[config.mk]
export PLATFORM = sky130hd
export DESIGN_NAME = clk_gen_osc_cal_ctrl
export DESIGN_NICKNAME = d
export VERILOG_FILES = /design/src/rtl/clk_gen_pkg.sv /design/src/rtl/clk_gen_gray2bin.sv /design/src/rtl/clk_gen_osc_cal_ctrl.sv
export SDC_FILE = /design/constraint.sdc
export NUM_CORES = 1
export LEC_CHECK = 0
export CORE_MARGIN = 4
export CORE_UTILIZATION = 30
export CTS_BUF_LIST = sky130_fd_sc_hd__clkbuf_2
export DETAILED_ROUTE_END_ITERATION = 6
export PLACE_DENSITY = 0.53
export SLEW_MARGIN = 20
export SYNTH_ARGS = -nofsm -noshare
export SYNTH_HDL_FRONTEND = slang
export SYNTH_HIERARCHICAL = 1
export SYNTH_SLANG_ARGS = --single-unit
export TNS_END_PERCENT = 5
[constraint.sdc]
create_clock -name clk_i -period 8.85 [get_ports clk_i]
set_input_delay 1.3275 -clock clk_i [delete_from_list [all_inputs] [get_ports clk_i]]
set_output_delay 1.3275 -clock clk_i [all_outputs]
set_load 0.05 [all_outputs]
[src/rtl/clk_gen_pkg.sv]
// Shared types and helpers for the clock-generator oscillator calibration logic.
package clk_gen_pkg;

   typedef enum logic [2:0] {
      ST_IDLE,
      ST_SETTLE,
      ST_SNAP,
      ST_MEASURE,
      ST_COMPARE,
      ST_DONE
   } clk_gen_cal_state_e;

   // Width of the shared settle/window down-counter.
   function automatic int cal_cnt_width(input int window, input int settle);
      int m;
      m = (window > settle) ? window : settle;
      return $clog2(m + 1);
   endfunction

endpackage

[src/rtl/clk_gen_gray2bin.sv]
// Combinational Gray-to-binary decoder: each binary bit is the XOR of all Gray bits at or above it.
module clk_gen_gray2bin #(
   parameter int width_p = 16
) (
   input  logic [width_p-1:0] gray_i,
   output logic [width_p-1:0] bin_o
);

   for (genvar gi = 0; gi < width_p; gi++) begin : g_bit
      assign bin_o[gi] = ^gray_i[width_p-1:gi];
   end

endmodule

[src/rtl/clk_gen_osc_cal_ctrl.sv]
// SAR calibration of the ring-oscillator trim: measures oscillator edges per reference window
// and keeps each trim bit while the oscillator runs faster than the target.
module clk_gen_osc_cal_ctrl
   import clk_gen_pkg::*;
#(
   parameter int cnt_width_p  = 16,
   parameter int trim_width_p = 5,
   parameter int window_p     = 1024,
   parameter int settle_p     = 16
) (
   input  logic                    clk_i,
   input  logic                    reset_n_i,
   input  logic                    start_i,
   input  logic [cnt_width_p-1:0]  target_i,
   input  logic [cnt_width_p-1:0]  tol_i,
   input  logic [cnt_width_p-1:0]  osc_gray_i,
   output logic [trim_width_p-1:0] trim_o,
   output logic                    busy_o,
   output logic                    done_o,
   output logic                    locked_o,
   output logic                    fail_o,
   output logic [cnt_width_p-1:0]  meas_o
);

   localparam int CW = cal_cnt_width(window_p, settle_p);
   localparam int BW = (trim_width_p > 1) ? $clog2(trim_width_p) : 1;
   localparam logic [CW-1:0] SETTLE_LD = CW'(settle_p - 1);
   localparam logic [CW-1:0] WINDOW_LD = CW'(window_p - 1);

   clk_gen_cal_state_e r_state, w_state_next;
   logic [CW-1:0]           r_cnt, w_cnt_next;
   logic [BW-1:0]           r_bit, w_bit_next;
   logic                    r_verify, w_verify_next;
   logic [trim_width_p-1:0] r_trim, w_trim_next;
   logic [cnt_width_p-1:0]  r_target, w_target_next;
   logic [cnt_width_p-1:0]  r_tol, w_tol_next;
   logic [cnt_width_p-1:0]  r_start_cnt, w_start_cnt_next;
   logic [cnt_width_p-1:0]  r_meas, w_meas_next;
   logic                    r_locked, w_locked_next;
   logic                    r_fail, w_fail_next;

   logic [cnt_width_p-1:0]  w_bin;
   logic [cnt_width_p-1:0]  w_delta;
   logic [cnt_width_p-1:0]  w_absdiff;
   logic [trim_width_p-1:0] w_mask;
   logic                    w_keep;

   clk_gen_gray2bin #(
      .width_p (cnt_width_p)
   ) u_gray2bin (
      .gray_i (osc_gray_i),
      .bin_o  (w_bin)
   );

   // Modular subtraction makes counter wrap-around within a window transparent.
   assign w_delta   = w_bin - r_start_cnt;
   assign w_absdiff = (w_delta >= r_target) ? (w_delta - r_target) : (r_target - w_delta);
   assign w_keep    = (w_delta > r_target);
   assign w_mask    = trim_width_p'(1) << r_bit;

   always_comb begin
      w_state_next     = r_state;
      w_cnt_next       = r_cnt;
      w_bit_next       = r_bit;
      w_verify_next    = r_verify;
      w_trim_next      = r_trim;
      w_target_next    = r_target;
      w_tol_next       = r_tol;
      w_start_cnt_next = r_start_cnt;
      w_meas_next      = r_meas;
      w_locked_next    = r_locked;
      w_fail_next      = r_fail;
      case (r_state)
         ST_IDLE: begin
            if (start_i) begin
               w_target_next = target_i;
               w_tol_next    = tol_i;
               w_locked_next = 1'b0;
               w_fail_next   = 1'b0;
               w_trim_next   = trim_width_p'(1) << (trim_width_p - 1);
               w_bit_next    = BW'(trim_width_p - 1);
               w_verify_next = 1'b0;
               w_cnt_next    = SETTLE_LD;
               w_state_next  = ST_SETTLE;
            end
         end
         ST_SETTLE: begin
            if (r_cnt == '0) w_state_next = ST_SNAP;
            else             w_cnt_next   = r_cnt - 1'b1;
         end
         ST_SNAP: begin
            w_start_cnt_next = w_bin;
            w_cnt_next       = WINDOW_LD;
            w_state_next     = ST_MEASURE;
         end
         ST_MEASURE: begin
            if (r_cnt == '0) w_state_next = ST_COMPARE;
            else             w_cnt_next   = r_cnt - 1'b1;
         end
         ST_COMPARE: begin
            w_meas_next = w_delta;
            if (r_verify) begin
               w_locked_next = (w_absdiff <= r_tol);
               w_fail_next   = !(w_absdiff <= r_tol);
               w_state_next  = ST_DONE;
            end else begin
               // Too fast keeps the added delay; bit 0 decided means one more pass to verify.
               w_trim_next = w_keep ? r_trim : (r_trim & ~w_mask);
               if (r_bit != '0) begin
                  w_trim_next = w_trim_next | (w_mask >> 1);
                  w_bit_next  = r_bit - BW'(1);
               end else begin
                  w_verify_next = 1'b1;
               end
               w_cnt_next   = SETTLE_LD;
               w_state_next = ST_SETTLE;
            end
         end
         ST_DONE: begin
            w_state_next = ST_IDLE;
         end
         default: begin
            w_state_next = ST_IDLE;
         end
      endcase
   end

   always_ff @(posedge clk_i) begin
      if (!reset_n_i) begin
         r_state     <= ST_IDLE;
         r_cnt       <= '0;
         r_bit       <= '0;
         r_verify    <= 1'b0;
         r_trim      <= '0;
         r_target    <= '0;
         r_tol       <= '0;
         r_start_cnt <= '0;
         r_meas      <= '0;
         r_locked    <= 1'b0;
         r_fail      <= 1'b0;
      end else begin
         r_state     <= w_state_next;
         r_cnt       <= w_cnt_next;
         r_bit       <= w_bit_next;
         r_verify    <= w_verify_next;
         r_trim      <= w_trim_next;
         r_target    <= w_target_next;
         r_tol       <= w_tol_next;
         r_start_cnt <= w_start_cnt_next;
         r_meas      <= w_meas_next;
         r_locked    <= w_locked_next;
         r_fail      <= w_fail_next;
      end
   end

   assign trim_o   = r_trim;
   assign busy_o   = (r_state != ST_IDLE);
   assign done_o   = (r_state == ST_DONE);
   assign locked_o = r_locked;
   assign fail_o   = r_fail;
   assign meas_o   = r_meas;

endmodule

==> results.txt, run 1 <==
- The flow ran to the end, and the final reports show no timing, DRC or antenna violations.
- Post-synth net total: 1018
- Number of standard cells after synthesis: 896
* Count of flip-flops with a built-in enable after synthesis: 0
* Area of the mapped netlist: 0.00688 mm2
- In the final routed layout, each cell accounts on average for 14.0 um.
- Filler Cell Count: 2440
- Power density over cell area: 338 mW/mm2
- STA classifies the critical path startpoint as an input pin.
- Max VDD drop: 0.000137 V
- The count of nets left with antenna violations once routing finished came out at 0.
- Timing would allow up to 125 MHz.
- Primary flip-flop cell chosen by synthesis mapping: dfxtp_1
* Top fanout value on the critical path: 12
- Clock tree synthesis found a total of 89 sinks.
- Die width: 159 um
* Number of max-cap violations: 0
- Summed over all nets, the half-perimeter wirelength after detailed placement is 13.3 mm.
- Measured against its own limit, the worst slew margin works out to 39.8%.
* Static Leak: 3.11 nW
- The floorplan has 55 rows.
* Skew-Pair Late Insertion Delay: 620 ps
- After clock tree synthesis, the clock-pin slew on the worst setup and hold paths is 270 ps.
* Pins Over Slew Limit: 0
- Final critical-path share of the clock period: 90.3%
- Number of DRC violations after detailed routing: 0
* Pre-CTS WS: 221 ps
- The first routing iteration left 351 violations.
- Total power after layout: 2.69 mW
- Setup total negative slack on the finished layout was measured at 0 ps.
- Counting flops and latches in the post-synthesis netlist gives 89.
- Post-DP Area: 0.00783 mm2
* Number of setup buffers added after CTS: 0
- Final worst-path setup slack: 862 ps
- CTS tree: done
* Top-Level Pins: 76
- For the worst setup path, the data arrival time is 8530 ps.
- The worst setup path is captured at a flop.
* Wire length after detailed routing: 17.3 mm
- Post-route minimum period: 7990 ps
* Final nets: 1064
- Area of the core region: 0.0226 mm2
* Hold violation total from the final report: 0
- Signed area change from the synthesized netlist to the final layout: 15.4%
- For this run, the detailed router's first-pass iteration total came to 7.
* Proportion of synthesized chip area in sequential cells: 25.9%
- Summing all non-filler instances in the final layout gives an area of 0.00795 mm2.
* Type of the most critical hold path: flop to flop
* Share of flip-flops with an asynchronous set or reset: 0%
- DP Cell Count: 1216
* Average size of a mapped cell: 7.68 um2
- In the layout the commonest cells are nand2_1, dfxtp_1, inv_1.
- For the pin with the worst max-slew slack, the measured transition is 900 ps.
- CTS buffer count: 9
- Cells fill 35.2% of the core in the end.
- The H-tree generated during clock tree synthesis spans 3 levels.
- Maximum buffer depth of the clock tree: 2
- Setup violations remaining at the end of the flow were counted as 0.
- Fraction of layout cells with a size suffix above 1: 4.44%
* Gr usage total: 13.7%
* Post-CTS resize count: 0
- Global routing finished with a remaining overflow of 0.
* Cell at the root of the clock tree: clkbuf_2
- Number of vias per cell: 4.84
- Hold timing on the final database bottoms out at a slack of 481 ps.
* Final Non-Filler Cells: 1233
- The number of antenna violations at the first check in global routing is 1.
- Across the routed clock network, the largest skew measured is 46.9 ps.
- Number of different library cells in the post-synthesis netlist: 67
- The critical path is of the input pin to flop type.
* Via count of the first global-routing pass: 5720
- Global-route wire length before repair: 29.1 mm
- Effective utilization at floorplan: 30.5%
* GP Congestion: 0.889
- Setup repair after global routing left no endpoint under its margin.
- Cts-stage hold buffer count: 0
* Total of buffers placed on input and output ports: 75
* Most frequent standard cell in the layout excluding fill and tap cells: nand2_1
- Syn. warnings: 6
* Pin count of the biggest net entering global routing: 93
- Die outline height: 159 um
* Number of vias in the routed layout: 5965
* Data required time at the worst endpoint: 9390 ps
- Floorplan die area: 0.0254 mm2
[synth_stat cells, types with 21 or more instances]
library cell    n  area share [%]
nand2_1       149             8.1
dfxtp_1        89              26
inv_1          80             4.4
ha_1           68              12
a21boi_0       67             7.3
nor2_1         49             2.7
o21ai_0        48             3.5
a21oi_1        46             3.3
clkbuf_1       35             1.9
xnor2_1        35             4.5
nand3_1        23             1.7
nor3_1         21             1.5
[sequential cells by signal, indices dropped and copies added, names as in the netlist]
register / flops
meas_o: 16
fail_o: 1
r_target: 16
r_tol: 16
r_start_cnt: 16
r_state: 3
r_cnt: 11
trim_o: 5
r_verify: 1
locked_o: 1
r_bit: 3
[metal layers]
| metal | GRT usage [%] | vias up | share of wire (%) |
|---|---|---|---|
| met3 | 2.93 | 7 | 2.8 |
| met2 | 22.6 | 71 | 46 |
| met4 | 2.64 | 0 | 0.62 |
| li1 | - | 3145 | - |
| met1 | 18.6 | 2742 | 50 |
| met5 | 0 | - | 0 |
[final timing paths]
| kind | from | end | slack [ps] | cells after the start |
|---|---|---|---|---|
| setup / recovery | osc_gray_i[14] | locked_o | 860 | 28 |
| hold / removal | r_start_cnt[7] | r_start_cnt[7] | 480 | 2 |
| setup reg to reg | r_start_cnt[8] | locked_o | 3190 | 24 |
| hold reg to reg | r_start_cnt[7] | r_start_cnt[7] | 480 | 2 |
[cells by family (layout without fill, tap and decap cells)]
| group | after synthesis | after routing | synth area share, % |
|---|---|---|---|
| adders and majority gates | 71 | 71 | 13.2 |
| muxes | 6 | 6 | 0.891 |
| AOI/OAI and AO/OA | 245 | 245 | 24.3 |
| other | 0 | 1 | 0 |
| xor gates and xnor gates | 54 | 54 | 8.02 |
| buffers and inverters | 128 | 179 | 7.69 |
| DFF | 89 | 89 | 25.9 |
| and+or+nand+nor | 303 | 303 | 19.9 |
[final cells by class]
type | count | area, um2 | area share [%]
sequential | 89 | 1780 | 22.4
antenna | 1 | 2.50 | 0.0315
timing repair buffer | 82 | 798 | 10.0
inverter | 81 | 309 | 3.89
clock inverter | 6 | 65.1 | 0.819
clock buffer | 10 | 50.0 | 0.630
tap | 285 | 357 | 4.49
multi-input combinational | 679 | 4580 | 57.7
[critical path: stages]
cell and delay, ps:
clkdlybuf4s50_1 500, xor3_2 500, xnor3_2 340, xnor2_4 340
inv_6 80, xnor3_1 430, ha_1 300, nor2b_1 120
o21a_1 150, o21ai_0 100, a21oi_1 440, nand2b_1 160
and2_1 220, xnor2_1 140, ha_1 480, nand2_1 230
o221ai_2 130, a311o_1 410, a211o_1 360, o41a_1 450
xnor2_1 150, ha_1 190, a21o_1 150, a21o_1 160
a21oi_1 160, o21ai_0 100, o21ai_0 210, and3_1 170
[report_power, final]
group          internal, mW  switching (mW)
clock network        0.0677           0.154
logic                 0.852            1.16
registers             0.428          0.0224
total                  1.35            1.34
No activity file was read; power rests on OpenSTA's default activity.
==> run 2: changes to the inputs <==
Settings changed: REMOVE_ABC_BUFFERS from default to 1, SYNTH_HIERARCHICAL 1 to default.
==> run 2 against run 1 <==
  * Register-to-register slack gained 110 ps
  * Utilization grew 1.4 points
  * Worst hold slack lost 19 ps
  * Design area shrank 1.8%
  * Wire length shrank 4.7%
  * Critical endpoint unchanged
  * Largest cell class unchanged
==> results.txt, run 2 <==
- Status: finished, final reports clean
- DP Cell Count: 1166
* CTS tree: done
* Worst path bufs/invs: 1
* Power density over cell area: 373 mW/mm2
- Proportion of synthesized chip area in sequential cells: 27.0%
- Final nets: 1024
- Flop pwr share: 15.3%
- Area of the mapped netlist: 0.00659 mm2
* Number of max-cap violations: 0
* FF-to-FF path depth: 25
- Global routing consumed, on the met3 layer, 2.10% of the routing resources.
* Cts-stage hold buffer count: 0
- Startpoint type of the worst setup path: input pin
* Post-route minimum period: 8010 ps
- Averaged over all synthesized cells, the footprint is 7.83 um2.
- Clock sink count: 89
- The first global-routing pass estimated 27.3 mm of wire.
- The via count of the first global-routing pass is 5481.
- At the pin with the least slew margin, the transition time is 895 ps.
* Top cells by instance count after synthesis: nand2_1, dfxtp_1, inv_1, ha_1, a21boi_0
* Cell depth of the worst min-delay path: 2
- The die covers 0.0244 mm2.
- M1 GR Usage: 18.6%
- Part of the power in the clock network: 10.0%
- Effective utilization at floorplan: 31.0%
- Number of standard cells after synthesis: 842
- Category of the critical setup timing path: input pin to flop
* Post-DP HPWL: 12.4 mm
- The count of buffers added on input and output ports is 75.
* Setup repair after global routing missed its margin: no
- Count of flip-flops with a built-in enable after synthesis: 0
- Proportion of power drawn by combinational gates: 74.6%
- GR Layer Usage met2: 22.1%
- Die width: 156 um
- Yosys instantiated no cell more often than nand2_1.
- The multi-input combinational cells in the finished layout cover a total of 0.00433 mm2.
* Pins Over Slew Limit: 0
- Cell at the slowest stage of the critical path: clkdlybuf4s50_1
- Syn. warnings: 0
* Cell taking the most area after synthesis: dfxtp_1
* Most used routing layer: met2
- Share of flip-flops with an asynchronous set or reset: 0%
- Initial antenna violation count: 1
- The cell family contributing the most delay on the critical path is XOR/XNOR gates.
- The worst register-to-register path begins at r_start_cnt[1].
- Summed over all layers, the routed wires come to 16.5 mm.
- Filler Cell Count: 2253
- Die outline height: 156 um
- Most frequent cells in the layout: nand2_1, dfxtp_1, inv_1
- Worst flop-to-flop path endpoint: locked_o
* Total congestion overflow: 0
- VDD sags by at most 0.000124 V.
- Static Leak: 3.23 nW
* Cell at the root of the clock tree: clkbuf_2
- Signed area change from the synthesized netlist to the final layout: 18.3%
- Data required time at the worst endpoint: 9450 ps
- Before antenna repair, the detailed router went through 4 iterations.
- In this run the cell area measured after placement is 0.00763 mm2.
- Using the TritonRoute via totals, the vias-per-cell ratio works out to 4.78.
* Share of Yosys cell area claimed by the top area cell type: 27.0%
- After detailed routing, the number of remaining DRC violations is 0.
- Worst hold path endpoint: r_cnt[10]
- Hold violation total from the final report: 0
* Post-CTS resize count: 0
- FF-to-FF setup slack: 3300 ps
* DRC marker count from the first detailed-route iteration: 402
* GP Congestion: 0.810
- Crit path arrival time: 8600 ps
- Clock tree skew after final layout: 30.1 ps
- Most frequent standard cell in the layout excluding fill and tap cells: nand2_1
- Based on the critical path, the design can be clocked at up to 125 MHz.
- Worst-case headroom to the max-slew limit: 40.4%
* Startpoint of the worst hold path: r_cnt[10]
- After layout, the worst path uses 90.5% of the clock period.
- Register bit total from synthesis: 89
* Share of the core filled with cells: 36.6%
* Total net switching power: 1.40 mW
* Maximum single-stage delay on the critical path: 550 ps
* Post-route setup TNS: 0 ps
- After clock tree synthesis, the clock-pin slew on the worst setup and hold paths is 290 ps.
- The H-tree generated during clock tree synthesis spans 3 levels.
- Number of different library cells in the post-synthesis netlist: 61
* Primary flip-flop cell chosen by synthesis mapping: dfxtp_1
- Dividing the detail-routed wire length by the instance count gives 13.9 um.
* Switching fraction of total power: 48.1%
- The region available for standard cell placement spans 0.0213 mm2.
* Final instance area: 0.00780 mm2
* Design internal power: 1.51 mW
* CTS buffer count: 9
* Type of the most critical hold path: flop to flop
- Skew-Pair Late Insertion Delay: 650 ps
- The completed layout was analyzed and its total power is 2.91 mW.
- Largest cells by area after synthesis: dfxtp_1, ha_1, nand2_1
- Once detail routing completed, the nets flagged for antenna violations numbered 0.
* Number of setup violations in the final report: 0
- Buffers added to address setup during post-CTS repair amount to 0.
- Fraction of layout cells with a size suffix above 1: 5.07%
- Maximum buffer depth of the clock tree: 2
- For this run, the total global-route usage over all layers was measured as 13.7%.
- Final Non-Filler Cells: 1183
* Pin count of the biggest net entering global routing: 93
- The routed layout has 5655 vias.
* Top fanout value on the critical path: 15
- Row generation in the floorplan step produced 53 rows.
* Area taken by flip-flops and latches: 0.00178 mm2
* Kind of end point of the critical path: flop
- Top-Level Pins: 76
==> run 2: worst reg2reg max path, delay by kind of cell, from the launching register on <==
family                     cells  cell delay, ps
AOI/OAI and AO/OA             13            2490
and+or+nand+nor                5            1030
adders and majority gates      3             940
DFF                            1             460
xor gates and xnor gates       2             430
buffers and inverters          2             140
==> run 2: routing by layer <==
metal	up-vias	wire length (um)
met2	86	7490
met3	15	452
li1	2971	-
met1	2583	8250
met5	-	0
met4	0	270
==> run 2: how the worst max path moves through the flow <==
stage                         from  endpoint  slack, ps  depth (start not counted)
finish              osc_gray_i[15]  locked_o        840                         29
global route        osc_gray_i[15]  locked_o        270                         30
global placement    osc_gray_i[15]  locked_o        220                         29
floorplan           osc_gray_i[15]  locked_o       1230                         29
detailed placement  osc_gray_i[15]  locked_o        120                         29
CTS                 osc_gray_i[15]  locked_o        840                         29
==> run 2: layout make-up <==
cell class	count	share of cell area, %
multi-input combinational	629	55.5
sequential	89	22.8
timing repair buffer	90	11.0
tap	275	4.41
inverter	83	3.99
clock inverter	7	1.60
clock buffer	9	0.577
antenna	1	0.0321
==> run 2: metrics by stage <==
| step | hold slack, ps | worst slack (ps) |
|---|---|---|
| after floorplan | 413 | 1230 |
| after global routing | 482 | 275 |
| final | 462 | 845 |
| after CTS | 463 | 845 |
| after detailed placement | 434 | 117 |
| after global placement | 425 | 221 |
==> run 2: cells by family (layout without fill, tap and decap cells) <==
family	after synthesis	after routing	share of synthesized area, %
muxes	10	10	1.52
other	0	1	0
DFF	89	89	27.0
and+or+nand+nor	268	268	18.8
xor gates and xnor gates	53	53	8.48
buffers and inverters	124	189	7.25
adders and majority gates	71	71	13.8
AOI/OAI and AO/OA	227	227	23.1
==> run 2: power groups by stage <==
stage               Combinational, mW  Clock [mW]  Sequential (mW)
floorplan                        1.62           0            0.451
global placement                 2.17           0            0.454
detailed placement               2.17           0            0.454
CTS                              2.18       0.304            0.447
global route                     2.48       0.316            0.451
finish                           2.17       0.292            0.446
